[config.mk]
export PLATFORM = sky130hd
export DESIGN_NAME = ov7670_cfg_sequencer
export DESIGN_NICKNAME = d
export VERILOG_FILES = /design/src/rtl/ov7670_cfg_sequencer.sv
export SDC_FILE = /design/constraint.sdc
export NUM_CORES = 1
export LEC_CHECK = 0
export CAP_MARGIN = 20
export CORE_UTILIZATION = 45
export DETAILED_ROUTE_END_ITERATION = 6
export PLACE_DENSITY = 0.69
export SLEW_MARGIN = 20
export SYNTH_ARGS = -nofsm -noshare
export SYNTH_HDL_FRONTEND = slang
export SYNTH_SLANG_ARGS = --single-unit
export TNS_END_PERCENT = 10
[constraint.sdc]
create_clock -name clk -period 3.3 [get_ports clk]
set_clock_uncertainty 0.2 [all_clocks]
set_input_delay 0.99 -clock clk [delete_from_list [all_inputs] [get_ports clk]]
set_output_delay 0.99 -clock clk [all_outputs]
set_load 0.02 [all_outputs]
[src/rtl/ov7670_cfg_sequencer.sv]
// OV7670 bring-up sequencer: power-down, reset and wake timing, then a walk of a {reg,data}
// ROM issuing SCCB writes with NACK retries (16'hFFF0 = delay entry, 16'hFFFF = end marker).
module ov7670_cfg_sequencer #(
    parameter logic [7:0] DEV_ID    = 8'h42,
    parameter int         ROM_AW    = 8,
    parameter int         T_PWDN    = 10000,
    parameter int         T_RST     = 10000,
    parameter int         T_WAKE    = 30000,
    parameter int         T_DLY     = 100000,
    parameter int         MAX_RETRY = 3
) (
    input  logic              clk,
    input  logic              rst,
    input  logic              resend,
    output logic [ROM_AW-1:0] rom_addr,
    input  logic [15:0]       rom_data,
    output logic              sccb_req,
    output logic [7:0]        sccb_id,
    output logic [7:0]        sccb_reg,
    output logic [7:0]        sccb_dat,
    input  logic              sccb_ack,
    input  logic              sccb_nack,
    output logic              ov7670_rst_n,
    output logic              ov7670_pwdn,
    output logic              done,
    output logic              error
);
    localparam logic [31:0]       LP_PWDN_TC   = 32'(T_PWDN - 1);
    localparam logic [31:0]       LP_RST_TC    = 32'(T_RST - 1);
    localparam logic [31:0]       LP_WAKE_TC   = 32'(T_WAKE - 1);
    localparam logic [31:0]       LP_DLY_TC    = 32'(T_DLY - 1);
    localparam logic [7:0]        LP_MAX_RETRY = 8'(MAX_RETRY);
    localparam logic [15:0]       LP_END       = 16'hFFFF;
    localparam logic [15:0]       LP_DELAY     = 16'hFFF0;
    localparam logic [ROM_AW-1:0] LP_ADDR_ONE  = ROM_AW'(1);

    typedef enum logic [2:0] {
        S_PWDN, S_RSTL, S_WAKE, S_FETCH, S_DECODE, S_WRITE, S_DELAY, S_DONE
    } state_t;

    state_t            r_state, w_state_nx;
    logic [31:0]       r_cnt, w_cnt_nx;
    logic [7:0]        r_retry, w_retry_nx;
    logic              r_gap, w_gap_nx;
    logic [ROM_AW-1:0] r_addr, w_addr_nx;
    logic [7:0]        r_reg, w_reg_nx;
    logic [7:0]        r_dat, w_dat_nx;
    logic              r_err, w_err_nx;
    logic              w_next_entry;

    always_ff @(posedge clk) begin
        if (rst) begin
            r_state <= S_PWDN;
            r_cnt   <= '0;
            r_retry <= '0;
            r_gap   <= 1'b0;
            r_addr  <= '0;
            r_reg   <= '0;
            r_dat   <= '0;
            r_err   <= 1'b0;
        end else begin
            r_state <= w_state_nx;
            r_cnt   <= w_cnt_nx;
            r_retry <= w_retry_nx;
            r_gap   <= w_gap_nx;
            r_addr  <= w_addr_nx;
            r_reg   <= w_reg_nx;
            r_dat   <= w_dat_nx;
            r_err   <= w_err_nx;
        end
    end

    always_comb begin
        w_state_nx   = r_state;
        w_cnt_nx     = r_cnt;
        w_retry_nx   = r_retry;
        w_gap_nx     = r_gap;
        w_addr_nx    = r_addr;
        w_reg_nx     = r_reg;
        w_dat_nx     = r_dat;
        w_err_nx     = r_err;
        w_next_entry = 1'b0;
        case (r_state)
            S_PWDN: begin
                if (r_cnt == LP_PWDN_TC) begin
                    w_state_nx = S_RSTL;
                    w_cnt_nx   = '0;
                end else begin
                    w_cnt_nx = r_cnt + 32'd1;
                end
            end
            S_RSTL: begin
                if (r_cnt == LP_RST_TC) begin
                    w_state_nx = S_WAKE;
                    w_cnt_nx   = '0;
                end else begin
                    w_cnt_nx = r_cnt + 32'd1;
                end
            end
            S_WAKE: begin
                if (r_cnt == LP_WAKE_TC) begin
                    w_state_nx = S_FETCH;
                    w_cnt_nx   = '0;
                    w_addr_nx  = '0;
                end else begin
                    w_cnt_nx = r_cnt + 32'd1;
                end
            end
            S_FETCH: w_state_nx = S_DECODE;
            S_DECODE: begin
                if (rom_data == LP_END) begin
                    w_state_nx = S_DONE;
                end else if (rom_data == LP_DELAY) begin
                    w_state_nx = S_DELAY;
                    w_cnt_nx   = '0;
                end else begin
                    w_state_nx = S_WRITE;
                    w_reg_nx   = rom_data[15:8];
                    w_dat_nx   = rom_data[7:0];
                    w_gap_nx   = 1'b0;
                end
            end
            S_WRITE: begin
                // nack wins over a coincident ack; responses during the retry gap are ignored
                if (r_gap) begin
                    w_gap_nx = 1'b0;
                end else if (sccb_nack) begin
                    if (r_retry == LP_MAX_RETRY) begin
                        w_err_nx     = 1'b1;
                        w_retry_nx   = '0;
                        w_next_entry = 1'b1;
                    end else begin
                        w_retry_nx = r_retry + 8'd1;
                        w_gap_nx   = 1'b1;
                    end
                end else if (sccb_ack) begin
                    w_retry_nx   = '0;
                    w_next_entry = 1'b1;
                end
            end
            S_DELAY: begin
                if (r_cnt == LP_DLY_TC) begin
                    w_cnt_nx     = '0;
                    w_next_entry = 1'b1;
                end else begin
                    w_cnt_nx = r_cnt + 32'd1;
                end
            end
            S_DONE: begin
                if (resend) begin
                    w_err_nx   = 1'b0;
                    w_addr_nx  = '0;
                    w_state_nx = S_FETCH;
                end
            end
            default: w_state_nx = S_PWDN;
        endcase

        // the last ROM slot ends the walk instead of wrapping to address 0
        if (w_next_entry) begin
            if (r_addr == '1) begin
                w_state_nx = S_DONE;
            end else begin
                w_addr_nx  = r_addr + LP_ADDR_ONE;
                w_state_nx = S_FETCH;
            end
        end
    end

    assign rom_addr     = r_addr;
    assign sccb_req     = (r_state == S_WRITE) && !r_gap;
    assign sccb_id      = DEV_ID;
    assign sccb_reg     = r_reg;
    assign sccb_dat     = r_dat;
    assign ov7670_pwdn  = (r_state == S_PWDN);
    assign ov7670_rst_n = !((r_state == S_PWDN) || (r_state == S_RSTL));
    assign done         = (r_state == S_DONE);
    assign error        = r_err;

endmodule

# Word-level counts from Yosys, hierarchy flattened
# Cells that the tools add are included.
[word_totals] ff_bits=69 in_bits=21 out_inout_bits=37
[op_classes] n_addsub=3 n_eq_ne=25 n_mux=40 bitwise_logic=3 reduce_logical=17
[ops] operator="two-way mux 32 bit" count=5
[ops] operator="one-hot mux 32 bit (4 select lines)" count=1
[ops] operator="two-way mux 8 bit" count=7
[ops] operator="adder 32 x 1 -> 32 bit (second input constant)" count=1
[ops] operator="equality test 16 bit (second input constant)" count=2
[ops] operator="equality test 32 x 14 -> 1 bit (second input constant)" count=1
[ops] operator="equality test 32 x 15 -> 1 bit (second input constant)" count=1
[ops] operator="equality test 32 x 17 -> 1 bit (second input constant)" count=1
[ops] operator="two-way mux 3 bit" count=6
[ops] operator="one-hot mux 3 bit (6 select lines)" count=1
[ops] operator="adder 8 x 1 -> 8 bit (second input constant)" count=2
[ops] operator="one-hot mux 8 bit (2 select lines)" count=1
[ops] operator="two-way mux 1 bit" count=14
[ops] operator="!= test 2 bit (second input constant)" count=7
[ops] operator="equality test 3 bit (second input constant)" count=4
[ops] operator="AND reduction 3 bit" count=4
[ops] operator="AND reduction 5 bit" count=2
[ops] operator="equality test 8 x 2 -> 1 bit (second input constant)" count=1
[ops] operator="equality test 8 bit (second input constant)" count=1
[ops] operator="nonzero test 7 bit" count=1
[ops] operator="equality test 3 x 2 -> 1 bit (second input constant)" count=2
[ops] operator="!= test 3 bit (second input constant)" count=2
[ops] operator="one-hot mux 1 bit (2 select lines)" count=3
[ops] operator="nonzero test 2 bit" count=3
[ops] operator="11 further kinds" count=15

# Longest topological paths before layout
# Gate-level depths: netlist of the first run.
[depth] depth_word=7 depth_mapped=9 depth_no_buf=7

# Worst setup path before layout of the first run
# No wires, ideal clock.
[synth_timing] kind="input to register" from="in rom_data[0]" to="reg r_cnt[26]" setup_ps=70 arrival_ps=2450 required_ps=3030 slack_ps=580 stages=7 path_buffers=1 cell_sequence="or4_4 > nor2_4 > a21o_1 > buf_4 > nand4_2 > or3_1 > a21oi_1"
[synth_via] elab_chain_cells=3 word_cells_on_any_way=5 cone_classes="eq/ne: 4; reduce/logical: 1"
[synth_lines] element="start, declared" line="16" text="input logic [15:0] rom_data,"
[synth_lines] element="equality test 16 bit (on tied branches)" line="113, 111"
[synth_lines] element="!= test 2 bit (no source line)"
[synth_lines] element="AND reduction 3 bit (no source line) (*)"
[synth_lines] element="end signal, assigned" line="63" text="r_cnt <= w_cnt_nx;"
[synth_lines] element="end, declared" line="42" text="logic [31:0] r_cnt, w_cnt_nx;"
# Mark *: on every way between the ends. The rest lies on a longest branch, timed or not.
# A chain may end at the register's enable or synchronous reset.

# Final worst setup path of the first run
[layout_timing] from="reg r_state[1]" to="out ov7670_pwdn"
[layout_via] elab_chain_cells=1
[layout_lines] element="start, declared" line="41" text="state_t r_state, w_state_nx;"
[layout_lines] element="start signal, assigned" line="62" text="r_state <= w_state_nx;"
[layout_lines] element="logical NOT 3 bit" line="175" text="assign ov7670_pwdn = (r_state == S_PWDN);"
[layout_lines] element="end, declared" line="24" text="output logic ov7670_pwdn,"
# No other way between the ends.

==> qor.csv, run 1 <==
metric,value,unit
slew_violations,0,
syn_to_final_growth,21.4,%
crit_chain,or2_2 -> nor2_1 -> clkdlybuf4s50_1,
mostFrequentLayoutCell,dfxtp_1,
die_x,92.2,um
grt_pass1_vias,3170,
synth_top_area_share,37.7,%
drc,0,
ys_warn_count,0,
cts_tree,built,
cts.sinks,69,
reg2reg_from,r_cnt[0]$_SDFFE_PP0P_,
htree_levels,3,
cp_top_family,buffers and inverters,
required,2.11,ns
antennaDiodeCount,0,
vdd.ir_drop.worst,0.000256,V
worstHoldStart,r_cnt[1]$_SDFFE_PP0P_,
hold_violations,0,
clk_path_buf_depth,2,
syn_area_per_cell,8.11,sq um
crit_start,r_state[1]$_SDFFE_PP0P_,
num_vias,3365,
fin_nets,522,
cp_slowest_cell,clkdlybuf4s50_1,
async_reset_ff_share,0,%
drt-initial-drc-count,135,
place.gp.congestion,0.828,
power.total,2.11,mW
max_freq,325,MHz
finalCritPeriodShare,93.1,%
fillCellCount,719,
setup_ws,0.226,ns
clock_latency,0.35,ns
hold_depth,2,
first_pass_iters,4,
synth_area_leaders,"dfxtp_1, nor2_1, nand2_1",
clk_pin_slew,0.08,ns
power_density,476,mW/mm^2
pre_cts_ws,0.0254,ns
setup_viol,0,
slew_headroom,50.2,%
grt_max_degree,31,
grt_pass1_wl,14600,um
cts_resized,0,
drt-total-wl,8370,um
yosys_register_bits,69,
synth_largest_area_cell,dfxtp_1,
hp-class,register to register,
leakage,1.47,nW
crit_buf_inv,1,
antenna_found_initial,0,
holdPathEnd,r_cnt[1]$_SDFFE_PP0P_,
io_pins,58,
syn_area,0.00366,sq mm
path_max_fanout,12,
slowest_delay,0.62,ns
largest_reg_flops,32,
final_cell_mix,"dfxtp_1, nor2_1, nand2_1",
drive_gt1_share,8.75,%
port_buffers,49,
tns,0,ns
core-area,0.00781,sq mm
ys.flop_type,dfxtp_1,
cp_data_arrival_time,1.88,ns
start_kind,register,
worst-r2r-setup-slack,0.70,ns
final_antenna_net_count,0,
crit_type,register to output pin,
outcome,"finished, final reports clean",
rsz0062_at_grt,no,
detail_route.wl_per_cell,13.8,um
cts-root-buf,clkbuf_8,
grt.total_usage,21.1,%
ctsHoldBuffers,0,
synthDistinctLibCells,62,
via_per_inst,5.56,
yosysSeqAreaShare,37.7,%
cts_setup_buffers,0,
cp-end-kind,output pin,
cap_violations,0,
layout_min_cycle_time,3.07,ns
regToRegEndpoint,r_cnt[20]$_SDFFE_PP0P_,
regMostFlops,r_cnt,
synth_cells,452,
ff2ff_path_depth,8,
cts_buffers,9,
initial_utilization,46.9,%
place_hpwl,5900,um
synth_edf_count,0,
worst_pin_slew,0.741,ns
dieHeight,92.2,um
gr-total-overflow,0,
row_count,32,
final_core_util,57.0,%
dieArea,0.00851,sq mm
-- cell type report --
cell class | count | area, sq um | area share, %
Sequential cell | 69 | 1380 | 31.1
Clock buffer | 10 | 138 | 3.10
Multi-Input combinational cell | 353 | 2130 | 48.0
Timing Repair Buffer | 59 | 598 | 13.4
Clock inverter | 6 | 46.3 | 1.04
Inverter | 6 | 22.5 | 0.506
Tap cell | 102 | 128 | 2.87
-- power breakdown --
part	switching (mW)	total [mW]	internal, mW
Clock	0.349	0.647	0.298
Sequential	0.0551	0.927	0.872
Combinational	0.312	0.541	0.228
Total	0.716	2.11	1.40
-- cells in the mapped netlist (5+ instances only) --
| master | count |
|---|---|
| a21oi_1 | 18 |
| a31oi_1 | 9 |
| and3_1 | 10 |
| buf_2 | 7 |
| buf_4 | 9 |
| clkbuf_1 | 13 |
| dfxtp_1 | 69 |
| inv_1 | 6 |
| mux2i_1 | 16 |
| nand2_1 | 50 |
| nand2b_1 | 5 |
| nand3_1 | 29 |
| nand4_1 | 14 |
| nor2_1 | 55 |
| nor2b_1 | 5 |
| nor3_1 | 14 |
| nor4_1 | 15 |
| o21ai_0 | 13 |
| xnor2_1 | 15 |
-- per-stage QoR --
stage / hold WS [ns] / area (sq um) / instances
3_5_place_dp: 0.268 / 4260 / 589
5_1_grt: 0.311 / 4450 / 605
6_report: 0.274 / 4450 / 605
2_1_floorplan: 0.249 / 3690 / 458
4_1_cts: 0.278 / 4440 / 605
3_3_place_gp: 0.262 / 4260 / 589
-- tightest hold or removal path, cell delays in order, from the launching register on --
cell	delay (ns)
dfxtp_1	0.33
nand2_1	0.06
a21oi_1	0.05
-- cell families (layout without fill, tap and decap cells) --
family	Yosys count	after routing	share of synthesized area [%]
simple gates	230	230	33.3
fa+ha+maj	3	3	1.02
xor+xnor	18	18	4.30
compound gates	78	78	14.0
mux	16	16	4.37
buf+inv	36	81	5.05
flops	69	69	37.7
other cells	2	8	0.205
-- worst max path at each step --
stage / endpoint / cells after the start / slack (ns)
finish: ov7670_pwdn / 3 / 0.23
global route: ov7670_pwdn / 3 / 0.12
CTS: ov7670_pwdn / 3 / 0.20
detailed placement: r_cnt[23]$_SDFFE_PP0P_ / 8 / 0.03
global placement: r_cnt[31]$_SDFFE_PP0P_ / 8 / 0.06
floorplan: r_cnt[26]$_SDFFE_PP0P_ / 7 / 0.58
-- routing by layer --
metal | vias up | GRT usage [%] | wire length [um]
met4 | 0 | 7.55 | 119
met3 | 9 | 4.64 | 276
met2 | 52 | 34.1 | 3950
met5 | - | 0 | 0
met1 | 1590 | 27.6 | 4020
li1 | 1714 | - | -
(Power assumes the default switching activity.)
==> run 2: changes to the inputs <==
ABC_AREA = 1   (was not set)
PLACE_DENSITY = 0.68   (was 0.69)
==> qor.csv, run 2 <==
metric,value,unit
crit_chain,inv_1 -> nor2_1 -> clkdlybuf4s50_1,
drc,0,
rsz0062_at_grt,no,
port_buffers,49,
hold_depth,2,
outcome,"finished, final reports clean",
clk_pin_slew,0.09,ns
via_per_inst,5.12,
syn_area,0.00421,sq mm
place.gp.congestion,0.869,
slowest_delay,0.65,ns
largest_reg_flops,32,
worst_hold_slack,0.273,ns
cp.depth,3,
tns,0,ns
synth_simple_gate_area_share,43.2,%
cp_top_family,buffers and inverters,
io_pins,58,
crit_buf_inv,2,
cts-root-buf,clkbuf_8,
clock_latency,0.36,ns
synth_top_family_by_area,simple AND/OR/NAND/NOR gates,
grt_max_degree,23,
layout_min_cycle_time,3.12,ns
leakage,1.98,nW
drt-initial-drc-count,199,
num_vias,4329,
cap_violations,0,
cts_tree,built,
worstHoldStart,r_retry[7]$_SDFFE_PP0P_,
syn_to_final_growth,18.4,%
synth_edf_count,0,
ctsHoldBuffers,0,
mostFrequentLayoutCell,nand2_1,
detail_route.wl_per_cell,12.6,um
place_hpwl,8190,um
antenna_found_initial,0,
hp-class,register to register,
yosysSeqAreaShare,32.8,%
synthAdderAreaFrac,0.893,%
drive_gt1_share,6.65,%
synth_common_cells,"nand2_1, nor2_1, inv_1",
cts_resized,0,
gr-total-overflow,0,
ys.flop_type,dfxtp_1,
cts.sinks,69,
start_kind,register,
slew_headroom,65.1,%
power.total,1.65,mW
crit_type,register to output pin,
yosysMostFrequentCell,nand2_1,
cp_data_arrival_time,1.93,ns
cp-end-kind,output pin,
power_density,331,mW/mm^2
cts_buffers,9,
ys_warn_count,0,
yosys_register_bits,69,
syn_area_per_cell,6.18,sq um
async_reset_ff_share,0,%
initial_utilization,47.3,%
regMostFlops,r_cnt,
final_antenna_net_count,0,
synth_cells,680,
setup_ws,0.178,ns
vdd.ir_drop.worst,0.000209,V
fillCellCount,921,
path_max_fanout,10,
grt_pass1_wl,18300,um
synth_area_leaders,"dfxtp_1, nand2_1, nor2_1",
finalCritPeriodShare,94.6,%
synthXorXnorAreaFrac,2.71,%
muxShareOfSynthArea,0,%
fin_nets,756,
max_freq,320,MHz
slew_violations,0,
synth_largest_area_cell,dfxtp_1,
worst_pin_slew,0.523,ns
synthDistinctLibCells,40,
crit_start,r_state[2]$_SDFFE_PP0P_,
reg2reg_from,r_cnt[0]$_SDFFE_PP0P_,
die_x,98.7,um
final_cell_mix,"nand2_1, nor2_1, inv_1",
cp_slowest_cell,clkdlybuf4s50_1,
clk_path_buf_depth,2,
cts_setup_buffers,0,
row_count,34,
dieArea,0.00974,sq mm
grt_pass1_vias,4005,
core-area,0.00889,sq mm
synth_top_area_share,32.8,%
first_pass_iters,5,
drt-total-wl,10700,um
setup_viol,0,
synth-compound-area-share,9.46,%
hold_violations,0,
dieHeight,98.7,um
ff2ff_path_depth,10,
grt.total_usage,23.4,%
antennaDiodeCount,0,
pre_cts_ws,0.211,ns
htree_levels,3,
required,2.11,ns
==> run 2: cell count changes after synthesis, moves of 16 or more <==
cell / before / now
nor2_1: 55 / 150
nand2_1: 50 / 173
o21ai_0: 13 / 34
nand3_1: 29 / 47
mux2i_1: 16 / 0
inv_1: 6 / 71
==> run 2: metal layers <==
layer	wire length, um	global-route usage [%]
met2	4840	38.5
met1	4950	29.4
met4	275	9.64
met3	593	5.89
met5	0	0
==> run 2: worst paths after layout <==
check,to,slack (ns)
worst min-delay path,r_retry[7]$_SDFFE_PP0P_,0.27
worst min register to register,r_retry[7]$_SDFFE_PP0P_,0.27
worst max-delay path,done,0.18
worst max register to register,rom_addr[1]$_SDFF_PP0_,1.05
==> run 2: tightest hold or removal path: cells and delay by family (launching register included) <==
kind	cells	cell delay, ns
AOI/OAI and AO/OA	1	0.05
buffers and inverters	1	0.06
DFF	1	0.32
==> run 2: power by group <==
part | leakage, nW | switching, mW | internal (mW) | total, mW
clock network | 0.103 | 0.361 | 0.375 | 0.736
logic | 1.33 | 0.0398 | 0.0347 | 0.0746
registers | 0.556 | 0.00279 | 0.835 | 0.838
total | 1.98 | 0.403 | 1.24 | 1.65
==> run 2: cell type report <==
type                    instances  area, sq um  area share (%)
clock buffers                  10          138            2.77
flip-flops and latches         69         1380            27.8
repair buffers                 57          563            11.3
inverters                      78          294            5.91
well taps                     108          135            2.71
clock inverters                 6         68.8            1.38
multi-input cells             517         2400            48.2
==> run 2: cells by family (layout without fill, tap and decap cells) <==
group	after synthesis	after routing
AND/OR/NAND/NOR	422	422
buffers and inverters	100	151
AO/OA/AOI/OAI	71	71
flip-flops	69	69
XOR/XNOR	13	13
adder cells (fa/ha/maj)	3	3
other	2	8
==> run 2: stage by stage <==
step / instance area (sq um) / cells / util [%]
2_1_floorplan: 4230 / 686 / -
3_3_place_gp: 4770 / 829 / 53.7
3_5_place_dp: 4770 / 829 / 53.7
4_1_cts: 4980 / 845 / 56.0
5_1_grt: 4980 / 845 / 56.0
6_report: 4980 / 845 / 56.0
==> run 3: changes to the inputs <==
PLACE_DENSITY = not set   (was 0.68)
PLACE_DENSITY_LB_ADDON = 0.05   (was not set)
==> qor.csv, run 3 (same netlist as run 2, synthesis figures left out) <==
metric,value,unit
fillCellCount,911,
antennaDiodeCount,0,
dp.cells,828,
final_core_util,55.6,%
detail_route.wl_per_cell,12.4,um
final_cell_mix,"nand2_1, nor2_1, inv_1",
drive_gt1_share,6.52,%
vdd.ir_drop.worst,0.000180,V
via_per_inst,5.05,
core-area,0.00889,sq mm
tns,0,ns
path_max_fanout,10,
cts.sinks,69,
max_freq,325,MHz
grt.busiest_layer,met2,
final_area,0.00494,sq mm
regToRegEndpoint,rom_addr[1]$_SDFF_PP0_,
multi_input_area,0.00240,sq mm
die_x,98.7,um
holdPathEnd,r_retry[7]$_SDFFE_PP0P_,
antenna_found_initial,0,
ctsHoldBuffers,0,
finalCritPeriodShare,93.1,%
grt_pass1_vias,4096,
final_antenna_net_count,0,
grtUsageMet3,6.67,%
cp_data_arrival_time,1.88,ns
cap_violations,0,
regArea,0.00138,sq mm
outcome,"finished, final reports clean",
regMostFlops,r_cnt,
gr-total-overflow,0,
power_density,312,mW/mm^2
initial_utilization,47.3,%
dieHeight,98.7,um
reg2reg_from,r_cnt[0]$_SDFFE_PP0P_,
cts_setup_buffers,0,
post_dp_cell_area,0.00476,sq mm
drt-initial-drc-count,189,
cts_resized,0,
slew_violations,0,
htree_levels,3,
clock_latency,0.35,ns
dieArea,0.00974,sq mm
instances_no_fill,844,
cts_tree,built,
cp-end-kind,output pin,
place_hpwl,7920,um
clk_path_buf_depth,2,
io_pins,58,
clk_pin_slew,0.08,ns
place.gp.congestion,0.907,
mostFrequentLayoutCell,nand2_1,
grt_pass1_wl,18300,um
cts-root-buf,clkbuf_8,
start_kind,register,
hold_violations,0,
syn_to_final_growth,17.5,%
rsz0062_at_grt,no,
fin_nets,755,
first_pass_iters,5,
grt.total_usage,23.4,%
drt-total-wl,10400,um
grt.met1_usage,28.8,%
required,2.11,ns
row_count,34,
setup_viol,0,
grt_max_degree,26,
largest_reg_flops,32,
worst-r2r-setup-slack,1.07,ns
ff2ff_path_depth,10,
port_buffers,49,
cts_buffers,9,
hold_depth,2,
grtUsageMet2,39.4,%
crit_type,register to output pin,
hp-class,register to register,
num_vias,4265,
worstHoldStart,r_retry[7]$_SDFFE_PP0P_,
layout_min_cycle_time,3.07,ns
drc,0,
leakage,1.95,nW
[run 3: cell count changes in the layout (fill, tap and decap cells not counted), sizes merged]
cell	delta
bufinv	-1
buf	-1
clkinv	-1
inv	-1
clkinvlp	+3
[run 3: final cells by class]
type                       instances  share of cell area [%]
clock inverter                     6                   0.963
sequential                        69                    28.0
clock buffer                      10                    2.58
timing repair buffer              56                    11.2
multi-input combinational        517                    48.5
inverter                          78                    5.95
tap                              108                    2.74
[run 3: routing by layer]
metal	part of all wire [%]	vias to the layer above	wire (um)
met1	46	1892	4760
met2	46	115	4850
met3	6.0	18	631
met4	1.9	0	198
li1	-	2240	-
met5	0	-	0
[run 3: how the worst max path moves through the flow]
stage / depth (start not counted) / slack (ns) / to / startpoint
2_1_floorplan: 11 / 1.03 / r_cnt[23]$_SDFFE_PP0P_ / rom_data[2]
3_3_place_gp: 11 / 0.21 / r_cnt[18]$_SDFFE_PP0P_ / rom_data[14]
3_5_place_dp: 11 / 0.17 / r_cnt[4]$_SDFFE_PP0P_ / rom_data[12]
4_1_cts: 3 / 0.06 / done / r_state[2]$_SDFFE_PP0P_
5_1_grt: 3 / 0.09 / done / r_state[0]$_SDFFE_PP0P_
6_report: 3 / 0.23 / done / r_state[2]$_SDFFE_PP0P_
[run 3: critical path, cell delays in order (launching register included)]
cell and delay (ns):
dfxtp_2 0.46, inv_1 0.14, nor2_1 0.26, clkdlybuf4s50_1 0.68
[run 3: power by group]
part	internal [mW]	switching [mW]	total [mW]
Combinational	0.0346	0.0392	0.0738
Clock	0.276	0.354	0.630
Sequential	0.835	0.00279	0.838
[run 3: metrics by stage]
stage / total power, mW / setup WS [ns] / hold slack (ns)
6_report: 1.54 / 0.227 / 0.267
3_3_place_gp: 0.931 / 0.205 / 0.250
5_1_grt: 1.61 / 0.0941 / 0.301
4_1_cts: 1.57 / 0.0596 / 0.270
3_5_place_dp: 0.931 / 0.167 / 0.254
2_1_floorplan: 0.902 / 1.03 / 0.239
